### src/rtl/rv32i_multicycle_control_unit.sv
// rv32i_multicycle_control_unit
// Control FSM for a shared-memory multicycle RV32I datapath. It sequences
// fetch/decode/execute/memory/writeback, waits on the memory handshake,
// traps on unsupported encodings and counts retired instructions.
module rv32i_multicycle_control_unit #(
    parameter bit MEM_HANDSHAKE = 1'b1,
    parameter bit TRAP_HALT     = 1'b1,
    parameter int CNT_WIDTH     = 32
) (
    input  logic                 clk,
    input  logic                 rst_n,
    input  logic [6:0]           op,
    input  logic [2:0]           funct3,
    input  logic                 funct7_5,
    input  logic                 zero,
    input  logic                 lt,
    input  logic                 ltu,
    input  logic                 mem_ready,
    output logic                 PCWrite,
    output logic                 IRWrite,
    output logic                 AdrSrc,
    output logic                 MemRead,
    output logic                 MemWrite,
    output logic                 RegWrite,
    output logic [1:0]           ALUSrcA,
    output logic [1:0]           ALUSrcB,
    output logic [3:0]           ALUControl,
    output logic [1:0]           ResultSrc,
    output logic [2:0]           ImmSrc,
    output logic [2:0]           AddressingControl,
    output logic                 illegal,
    output logic                 retire,
    output logic [CNT_WIDTH-1:0] instret,
    output logic [3:0]           state
);

    typedef enum logic [3:0] {
        S_FETCH    = 4'd0,
        S_DECODE   = 4'd1,
        S_MEMADR   = 4'd2,
        S_MEMREAD  = 4'd3,
        S_MEMWB    = 4'd4,
        S_MEMWRITE = 4'd5,
        S_EXECUTER = 4'd6,
        S_EXECUTEI = 4'd7,
        S_ALUWB    = 4'd8,
        S_BRANCH   = 4'd9,
        S_JALR     = 4'd10,
        S_JUMP     = 4'd11,
        S_LUI      = 4'd12,
        S_AUIPC    = 4'd13,
        S_TRAP     = 4'd14,
        S_UNUSED   = 4'd15
    } state_t;

    localparam logic [6:0] OP_LOAD  = 7'b0000011;
    localparam logic [6:0] OP_STORE = 7'b0100011;
    localparam logic [6:0] OP_R     = 7'b0110011;
    localparam logic [6:0] OP_I     = 7'b0010011;
    localparam logic [6:0] OP_BR    = 7'b1100011;
    localparam logic [6:0] OP_JAL   = 7'b1101111;
    localparam logic [6:0] OP_JALR  = 7'b1100111;
    localparam logic [6:0] OP_LUI   = 7'b0110111;
    localparam logic [6:0] OP_AUIPC = 7'b0010111;

    localparam logic [3:0] ALU_ADD  = 4'b0000;
    localparam logic [3:0] ALU_SUB  = 4'b0001;
    localparam logic [3:0] ALU_AND  = 4'b0010;
    localparam logic [3:0] ALU_OR   = 4'b0011;
    localparam logic [3:0] ALU_XOR  = 4'b0100;
    localparam logic [3:0] ALU_SLT  = 4'b0101;
    localparam logic [3:0] ALU_SLTU = 4'b0110;
    localparam logic [3:0] ALU_SLL  = 4'b0111;
    localparam logic [3:0] ALU_SRL  = 4'b1000;
    localparam logic [3:0] ALU_SRA  = 4'b1011;

    localparam logic [2:0] IMM_I = 3'b000;
    localparam logic [2:0] IMM_S = 3'b001;
    localparam logic [2:0] IMM_B = 3'b010;
    localparam logic [2:0] IMM_J = 3'b011;
    localparam logic [2:0] IMM_U = 3'b100;

    state_t                 state_reg;
    state_t                 state_next;
    logic [CNT_WIDTH-1:0]   instret_reg;
    logic                   ready;
    logic                   br_taken;

    // SUB only exists for register-register ops; bit 30 always selects SRA.
    function automatic logic [3:0] alu_decode(input logic [2:0] f3, input logic f7, input logic is_r);
        logic [3:0] code;
        case (f3)
            3'b000:  code = (is_r && f7) ? ALU_SUB : ALU_ADD;
            3'b001:  code = ALU_SLL;
            3'b010:  code = ALU_SLT;
            3'b011:  code = ALU_SLTU;
            3'b100:  code = ALU_XOR;
            3'b101:  code = f7 ? ALU_SRA : ALU_SRL;
            3'b110:  code = ALU_OR;
            default: code = ALU_AND;
        endcase
        return code;
    endfunction

    // A memory access completes this cycle when the memory says so, or always when the handshake is disabled.
    assign ready   = mem_ready || !MEM_HANDSHAKE;
    assign illegal = (state_reg == S_TRAP);
    assign instret = instret_reg;
    assign state   = state_reg;

    // Branch condition: odd funct3 codes invert the base comparison.
    always_comb begin
        br_taken = 1'b0;
        case (funct3)
            3'b000:  br_taken = zero;
            3'b001:  br_taken = !zero;
            3'b100:  br_taken = lt;
            3'b101:  br_taken = !lt;
            3'b110:  br_taken = ltu;
            3'b111:  br_taken = !ltu;
            default: br_taken = 1'b0;
        endcase
    end

    // Datapath controls and next state as a function of the current state and inputs.
    always_comb begin
        PCWrite           = 1'b0;
        IRWrite           = 1'b0;
        AdrSrc            = 1'b0;
        MemRead           = 1'b0;
        MemWrite          = 1'b0;
        RegWrite          = 1'b0;
        ALUSrcA           = 2'b00;
        ALUSrcB           = 2'b00;
        ALUControl        = ALU_ADD;
        ResultSrc         = 2'b00;
        ImmSrc            = IMM_I;
        AddressingControl = 3'b000;
        retire            = 1'b0;
        state_next        = state_reg;
        case (state_reg)
            S_FETCH: begin
                MemRead   = 1'b1;
                ALUSrcB   = 2'b10;
                ResultSrc = 2'b10;
                IRWrite   = ready;
                PCWrite   = ready;
                if (ready) state_next = S_DECODE;
            end
            S_DECODE: begin
                ALUSrcA = 2'b01;
                ALUSrcB = 2'b01;
                case (op)
                    OP_LOAD:  begin ImmSrc = IMM_I; state_next = S_MEMADR;   end
                    OP_STORE: begin ImmSrc = IMM_S; state_next = S_MEMADR;   end
                    OP_R:     begin ImmSrc = IMM_I; state_next = S_EXECUTER; end
                    OP_I:     begin ImmSrc = IMM_I; state_next = S_EXECUTEI; end
                    OP_BR:    begin ImmSrc = IMM_B; state_next = S_BRANCH;   end
                    OP_JAL:   begin ImmSrc = IMM_J; state_next = S_JUMP;     end
                    OP_JALR:  begin ImmSrc = IMM_I; state_next = S_JALR;     end
                    OP_LUI:   begin ImmSrc = IMM_U; state_next = S_LUI;      end
                    OP_AUIPC: begin ImmSrc = IMM_U; state_next = S_AUIPC;    end
                    default:  begin ImmSrc = IMM_I; state_next = S_TRAP;     end
                endcase
            end
            S_MEMADR: begin
                ALUSrcA    = 2'b10;
                ALUSrcB    = 2'b01;
                ImmSrc     = (op == OP_STORE) ? IMM_S : IMM_I;
                state_next = (op == OP_STORE) ? S_MEMWRITE : S_MEMREAD;
            end
            S_MEMREAD: begin
                AdrSrc            = 1'b1;
                MemRead           = 1'b1;
                AddressingControl = funct3;
                if (ready) state_next = S_MEMWB;
            end
            S_MEMWB: begin
                ResultSrc  = 2'b01;
                RegWrite   = 1'b1;
                retire     = 1'b1;
                state_next = S_FETCH;
            end
            S_MEMWRITE: begin
                AdrSrc            = 1'b1;
                MemWrite          = 1'b1;
                AddressingControl = funct3;
                retire            = ready;
                if (ready) state_next = S_FETCH;
            end
            S_EXECUTER: begin
                ALUSrcA    = 2'b10;
                ALUControl = alu_decode(funct3, funct7_5, 1'b1);
                state_next = S_ALUWB;
            end
            S_EXECUTEI: begin
                ALUSrcA    = 2'b10;
                ALUSrcB    = 2'b01;
                ALUControl = alu_decode(funct3, funct7_5, 1'b0);
                state_next = S_ALUWB;
            end
            S_ALUWB: begin
                RegWrite   = 1'b1;
                retire     = 1'b1;
                state_next = S_FETCH;
            end
            S_BRANCH: begin
                ALUSrcA    = 2'b10;
                ALUControl = ALU_SUB;
                // funct3 010/011 are not branch encodings.
                if (funct3[2:1] == 2'b01) begin
                    state_next = S_TRAP;
                end else begin
                    PCWrite    = br_taken;
                    retire     = 1'b1;
                    state_next = S_FETCH;
                end
            end
            S_JALR: begin
                ALUSrcA    = 2'b10;
                ALUSrcB    = 2'b01;
                state_next = S_JUMP;
            end
            S_JUMP: begin
                ALUSrcA    = 2'b01;
                ALUSrcB    = 2'b10;
                PCWrite    = 1'b1;
                state_next = S_ALUWB;
            end
            S_LUI: begin
                ALUSrcA    = 2'b11;
                ALUSrcB    = 2'b01;
                ImmSrc     = IMM_U;
                state_next = S_ALUWB;
            end
            S_AUIPC: begin
                ALUSrcA    = 2'b01;
                ALUSrcB    = 2'b01;
                ImmSrc     = IMM_U;
                state_next = S_ALUWB;
            end
            S_TRAP: begin
                state_next = TRAP_HALT ? S_TRAP : S_FETCH;
            end
            default: state_next = S_FETCH;
        endcase
        // Reset abandons the current instruction without side effects.
        if (!rst_n) begin
            PCWrite  = 1'b0;
            IRWrite  = 1'b0;
            MemRead  = 1'b0;
            MemWrite = 1'b0;
            RegWrite = 1'b0;
            retire   = 1'b0;
        end
    end

    // State register and retired-instruction counter (wraps naturally).
    always_ff @(posedge clk) begin
        if (!rst_n) begin
            state_reg   <= S_FETCH;
            instret_reg <= '0;
        end else begin
            state_reg <= state_next;
            if (retire) instret_reg <= instret_reg + CNT_WIDTH'(1);
        end
    end

endmodule

### config.mk
export PLATFORM = sky130hd
export DESIGN_NAME = rv32i_multicycle_control_unit
export DESIGN_NICKNAME = d
export VERILOG_FILES = /design/src/rtl/rv32i_multicycle_control_unit.sv
export SDC_FILE = /design/constraint.sdc
export NUM_CORES = 1
export LEC_CHECK = 0
export CAP_MARGIN = 20
export CORE_UTILIZATION = 50
export CTS_BUF_LIST = sky130_fd_sc_hd__clkbuf_16
export CTS_CLUSTER_SIZE = 24
export DETAILED_ROUTE_END_ITERATION = 12
export PLACE_DENSITY = 0.86
export SLEW_MARGIN = 20
export SYNTH_ARGS = -nofsm -noshare
export SYNTH_HDL_FRONTEND = slang
export SYNTH_SLANG_ARGS = --single-unit
### constraint.sdc
create_clock -name clk -period 4 [get_ports clk]
set_input_delay 1.2 -clock clk [delete_from_list [all_inputs] [get_ports clk]]
set_output_delay 1.2 -clock clk [all_outputs]
set_load 0.02 [all_outputs]
Word level (Yosys, flattened, before mapping)
Index checks and enable logic that the tools add are counted.
W data, S select, Z words.
{"block": "totals", "elab_cells": 89, "regBits": 36}
{"block": "classes", "mux": 35, "eq_ne": 34, "addsub": 1, "n_reduce_logical": 17}
{"operator": "$pmux W4 S7", "n": 2}
{"operator": "$pmux W4 S9", "n": 1}
{"operator": "$add A32 B1 Y32 const B", "n": 1}
{"operator": "$pmux W4 S8", "n": 1}
{"operator": "$eq A4 B4 Y1 const B", "n": 7}
{"operator": "$eq A7 B6 Y1 const B", "n": 3}
{"operator": "$eq A7 B7 Y1 const B", "n": 3}
{"operator": "$eq A4 B3 Y1 const B", "n": 4}
{"operator": "$mux W4", "n": 4}
{"operator": "$mux W1", "n": 15}
{"operator": "$eq A7 B5 Y1 const B", "n": 2}
{"operator": "$reduce_or A2 Y1", "n": 7}
{"operator": "$eq A3 B3 Y1 const B", "n": 4}
{"operator": "$pmux W3 S4", "n": 1}
{"operator": "$pmux W4 S3", "n": 1}
{"operator": "$reduce_or A5 Y1", "n": 2}
{"operator": "$pmux W3 S3", "n": 1}
{"operator": "$eq A4 B2 Y1 const B", "n": 2}
{"operator": "$pmux W2 S2", "n": 2}
{"operator": "$eq A7 B2 Y1 const B", "n": 1}
{"operator": "$eq A3 B2 Y1 const B", "n": 2}
{"operator": "$mux W3", "n": 2}
{"operator": "$ne A2 B2 Y1 const B", "n": 3}
{"operator": "$pmux W1 S3", "n": 2}
{"operator": "other kinds (12)", "n": 14}

Logic depth before layout (Yosys ltp)
{"block": "depth", "depth_word": 5, "depth_mapped": 8, "depth_no_buf": 5}

Least setup slack after synthesis
No wires, ideal clock.
{"block": "synth_timing", "path_kind": "input to output", "start": "input port funct3[1]", "end": "output port retire", "required_time_ns": 2.800, "stages": 6, "slack_ns": 0.298, "t_arrival_ns": 2.502, "cell_sequence": "buf_2 nor2b_4 a211o_1 buf_2 buf_1 a21oi_1"}
{"block": "synth_via", "elab_chain_cells": 4}
{"item": "start: declaration", "line_no": "13", "text": "input logic [2:0] funct3,"}
{"item": "$eq A2 B1 Y1", "line_no": "211", "text": "if (funct3[2:1] == 2'b01) begin"}
{"item": "$mux W1", "line_no": "211"}
{"item": "$pmux W1 S3", "line_no": "141", "text": "case (state_reg)"}
{"item": "$mux W1", "line_no": "248", "text": "if (!rst_n) begin"}
{"item": "end: declaration", "line_no": "32", "text": "output logic retire,"}
Every way passes these cells.

Worst setup path in the final report
{"block": "layout_timing", "start": "input port op[1]", "end": "output port ImmSrc[2]"}
{"block": "layout_via", "elab_chain_cells": 4, "word_cells_on_any_way": 8, "classes_between": "5 x eq/ne; 2 x mux; 1 x reduce/logical"}
{"item": "start: declaration", "line_no": "12", "text": "input logic [6:0] op,"}
{"item": "$eq A7 B5 Y1 or $eq A7 B6 Y1 (tied branches)", "line_no": "153", "text": "case (op)"}
{"item": "$reduce_or A2 Y1 (no source line)"}
{"item": "$pmux W3 S4 *", "line_no": "153"}
{"item": "$pmux W3 S3 *", "line_no": "141"}
{"item": "end: declaration", "line_no": "29", "text": "output logic [2:0] ImmSrc,"}
Every way passes the cells marked *; elsewhere a longest branch is shown, timed or not.

==> flow_summary.toml <==
[outcome]
outcome = "finished, final reports clean"

[synthesis]
synth_async_sr_flop_share_pct = 0
syn-num-nets = 352
yosys.area_share.adder_pct = 0.5189
synthMuxAreaShare_pct = 2.076
synth-main-ff-cell = "dfxtp_1"
synth.distinct_cells = 47
synth_top_family_by_area = "simple AND/OR/NAND/NOR gates"
synth_seq_cells = 36
syn_area_um2 = 2411
syn_avg_cell_area_um2 = 7.219
synth_edf_count = 0
synthXorXnorAreaFrac_pct = 8.355
yosysWarnings = 0
synthSimpleGateAreaFrac_pct = 32.28
synth_cells = 334
synth-compound-area-share_pct = 21.17
yosysSeqAreaShare_pct = 29.89

[power]
cellLeakagePower_nw = 1.310
powerDensity_nw_per_um2 = 451.6
peakVddDrop_v = 0.0003755

[cts]
h-tree-depth = 2
cts_buffer_depth = 2
path_clk_slew_ns = 0.05
cts_tree = "done"
clk_root_buffer_cell = "clkbuf_16"
cts_sinks = 36
cts_buffers = 5
post-cts-setup-buffers = 0
clock_latency_ns = 0.28

[final_layout]
drive_gt1_share_pct = 10.98
final_cell_mix = "64 x clkdlybuf4s50_1, 37 x nand2_1, 36 x dfxtp_1"
largest_reg_flops = 32
fin_nets = 436
antennaDiodeCount = 0
layout_commonest_cell = "clkdlybuf4s50_1"
final_area_um2 = 3518
area_growth_pct = 45.93
instances_no_fill = 471

[placed_design]
place_ws_ns = -0.3641
place_area_um2 = 3343
dp_cells = 463
io_buffer_count = 76
dpl.hpwl_mm = 4.991
gp_congestion = 0.8876

[sta]
layout_min_cycle_time_ns = 3.914
max_freq_mhz = 255.5
slew_violations = 0
finalClockSkew_ns = 0.007204
finalHoldViolCount = 0
setup_viol = 0
slew_headroom_pct = 59.25
setup_ws_ns = 0.08639
min_period_over_period_pct = 97.84
worstMarginPinSlew_ns = 0.5958

[global_routing]
grt_max_degree = 23
grtUsageTotal_pct = 28.26
grt_pass1_vias = 2562
grt_pass1_wl_mm = 11.57
antenna_found_initial = 0
grt_overflow = 0

[drt]
wl_per_cell_um = 14.70
first_iter_violations = 238
dr.pass1.iters = 5
ant_nets = 0
drt-total-wl_mm = 6.926
route.detailed.drc = 0
num_vias = 2815
viasPerCell = 5.977

[setup_path]
crit_path_end_kind = "output pin"
crit_arrival_ns = 2.71
worstPathRequired_ns = 2.80
cp-start-kind = "input port"
path_class = "input port to output pin"
cp_max_fo = 6

[floorplanning]
die_w_um = 71.44
core-area_um2 = 4504
start_util_pct = 53.53
die_area_um2 = 5104
die_y_um = 71.44
rows = 24
num_io_pins = 77

[worst_hold_path]
hp-class = "flop to flop"

[run]
drv_cap = 0
[cell families after synthesis]
logic type               after synthesis
flip-flops                            36
XOR/XNOR                              23
adder cells (fa/ha/maj)                1
AND/OR/NAND/NOR                      152
multiplexers                           5
buffers and inverters                 35
AO/OA/AOI/OAI                         82
[cell type report]
type                    count  area (µm²)
multi-input cells         263        1579
fillers                   343       985.9
repair buffers            105       963.4
flip-flops and latches     36       720.7
clock buffers               5       125.1
well taps                  52       65.06
clock inverters             3       38.79
inverters                   7       26.28
[worst paths after layout]
check                                  end  cells after the start                startpoint  slack [ns]
hold reg to reg   instret[28]$_SDFFE_PN0P_                      2  instret[28]$_SDFFE_PN0P_        0.50
setup reg to reg  instret[24]$_SDFFE_PN0P_                      7     state[1]$_SDFFE_PN0P_        1.33
hold / removal    instret[28]$_SDFFE_PN0P_                      2  instret[28]$_SDFFE_PN0P_        0.50
setup / recovery                 ImmSrc[2]                      7                     op[1]        0.09
[critical path, cell delays in order]
cell,delay (ns)
clkdlybuf4s50_1,0.46
nand2_1,0.08
buf_4,0.16
nor4b_2,0.30
nand3_1,0.11
nand2_1,0.07
dlygate4sd2_1,0.33
[stage by stage]
| step | setup TNS [ns] | total power [W] | hold WS (ns) | util, % |
|---|---|---|---|---|
| after floorplan | 0 | 0.0008613 | 0.5557 | - |
| after global placement | -1.351 | 0.001146 | 0.4733 | 74.22 |
| after detailed placement | -1.710 | 0.001151 | 0.4907 | 74.22 |
| after CTS | 0 | 0.001588 | 0.4990 | 77.81 |
| after global routing | -0.01574 | 0.001667 | 0.5362 | 78.11 |
| final | 0 | 0.001589 | 0.4967 | 78.11 |
[power breakdown]
group          switching [W]  internal [W]
Sequential         0.0000553      0.000378
Combinational       0.000409      0.000309
Clock               0.000146      0.000290
[what timing repair did]
item,4_1_cts,5_1_grt
hold buffers,0,0
endpoints found under the hold margin,0,0
gates resized for setup,19,6
endpoints found under the setup margin,10,4
[cell usage after synthesis (all sizes together), types with 2 or more instances]
library cell | n | area (µm²)
a2111oi | 5 | 43.79
a211o | 2 | 17.52
a211oi | 7 | 52.55
a21oi | 35 | 175.2
a31oi | 3 | 18.77
and2 | 3 | 18.77
and3 | 7 | 43.79
and4 | 4 | 35.03
buf | 12 | 51.30
clkbuf | 16 | 60.06
dfxtp | 36 | 720.7
inv | 7 | 26.28
mux2i | 5 | 50.05
nand2 | 37 | 138.9
nand2b | 9 | 56.30
nand3 | 19 | 95.09
nand3b | 2 | 15.01
nand4 | 5 | 31.28
nor2 | 31 | 116.4
nor2b | 5 | 38.78
nor3 | 9 | 45.04
nor4 | 5 | 31.28
o21ai | 13 | 65.06
o22ai | 2 | 12.51
o31ai | 4 | 30.03
or3 | 9 | 56.30
or4 | 3 | 22.52
xnor2 | 18 | 157.7
xor2 | 5 | 43.79
[layer usage]
metal / share of wire [%] / wire [µm] / up-vias / global-route usage, %
met2: 50 / 3442 / 108 / 46.98
met4: 1.6 / 112 / 0 / 10.67
met1: 43 / 2985 / 1329 / 36.16
met5: 0 / 0 / - / 0
met3: 5.5 / 384 / 14 / 5.767
li1: - / - / 1364 / -
No activity file was read; power rests on OpenSTA's default activity.
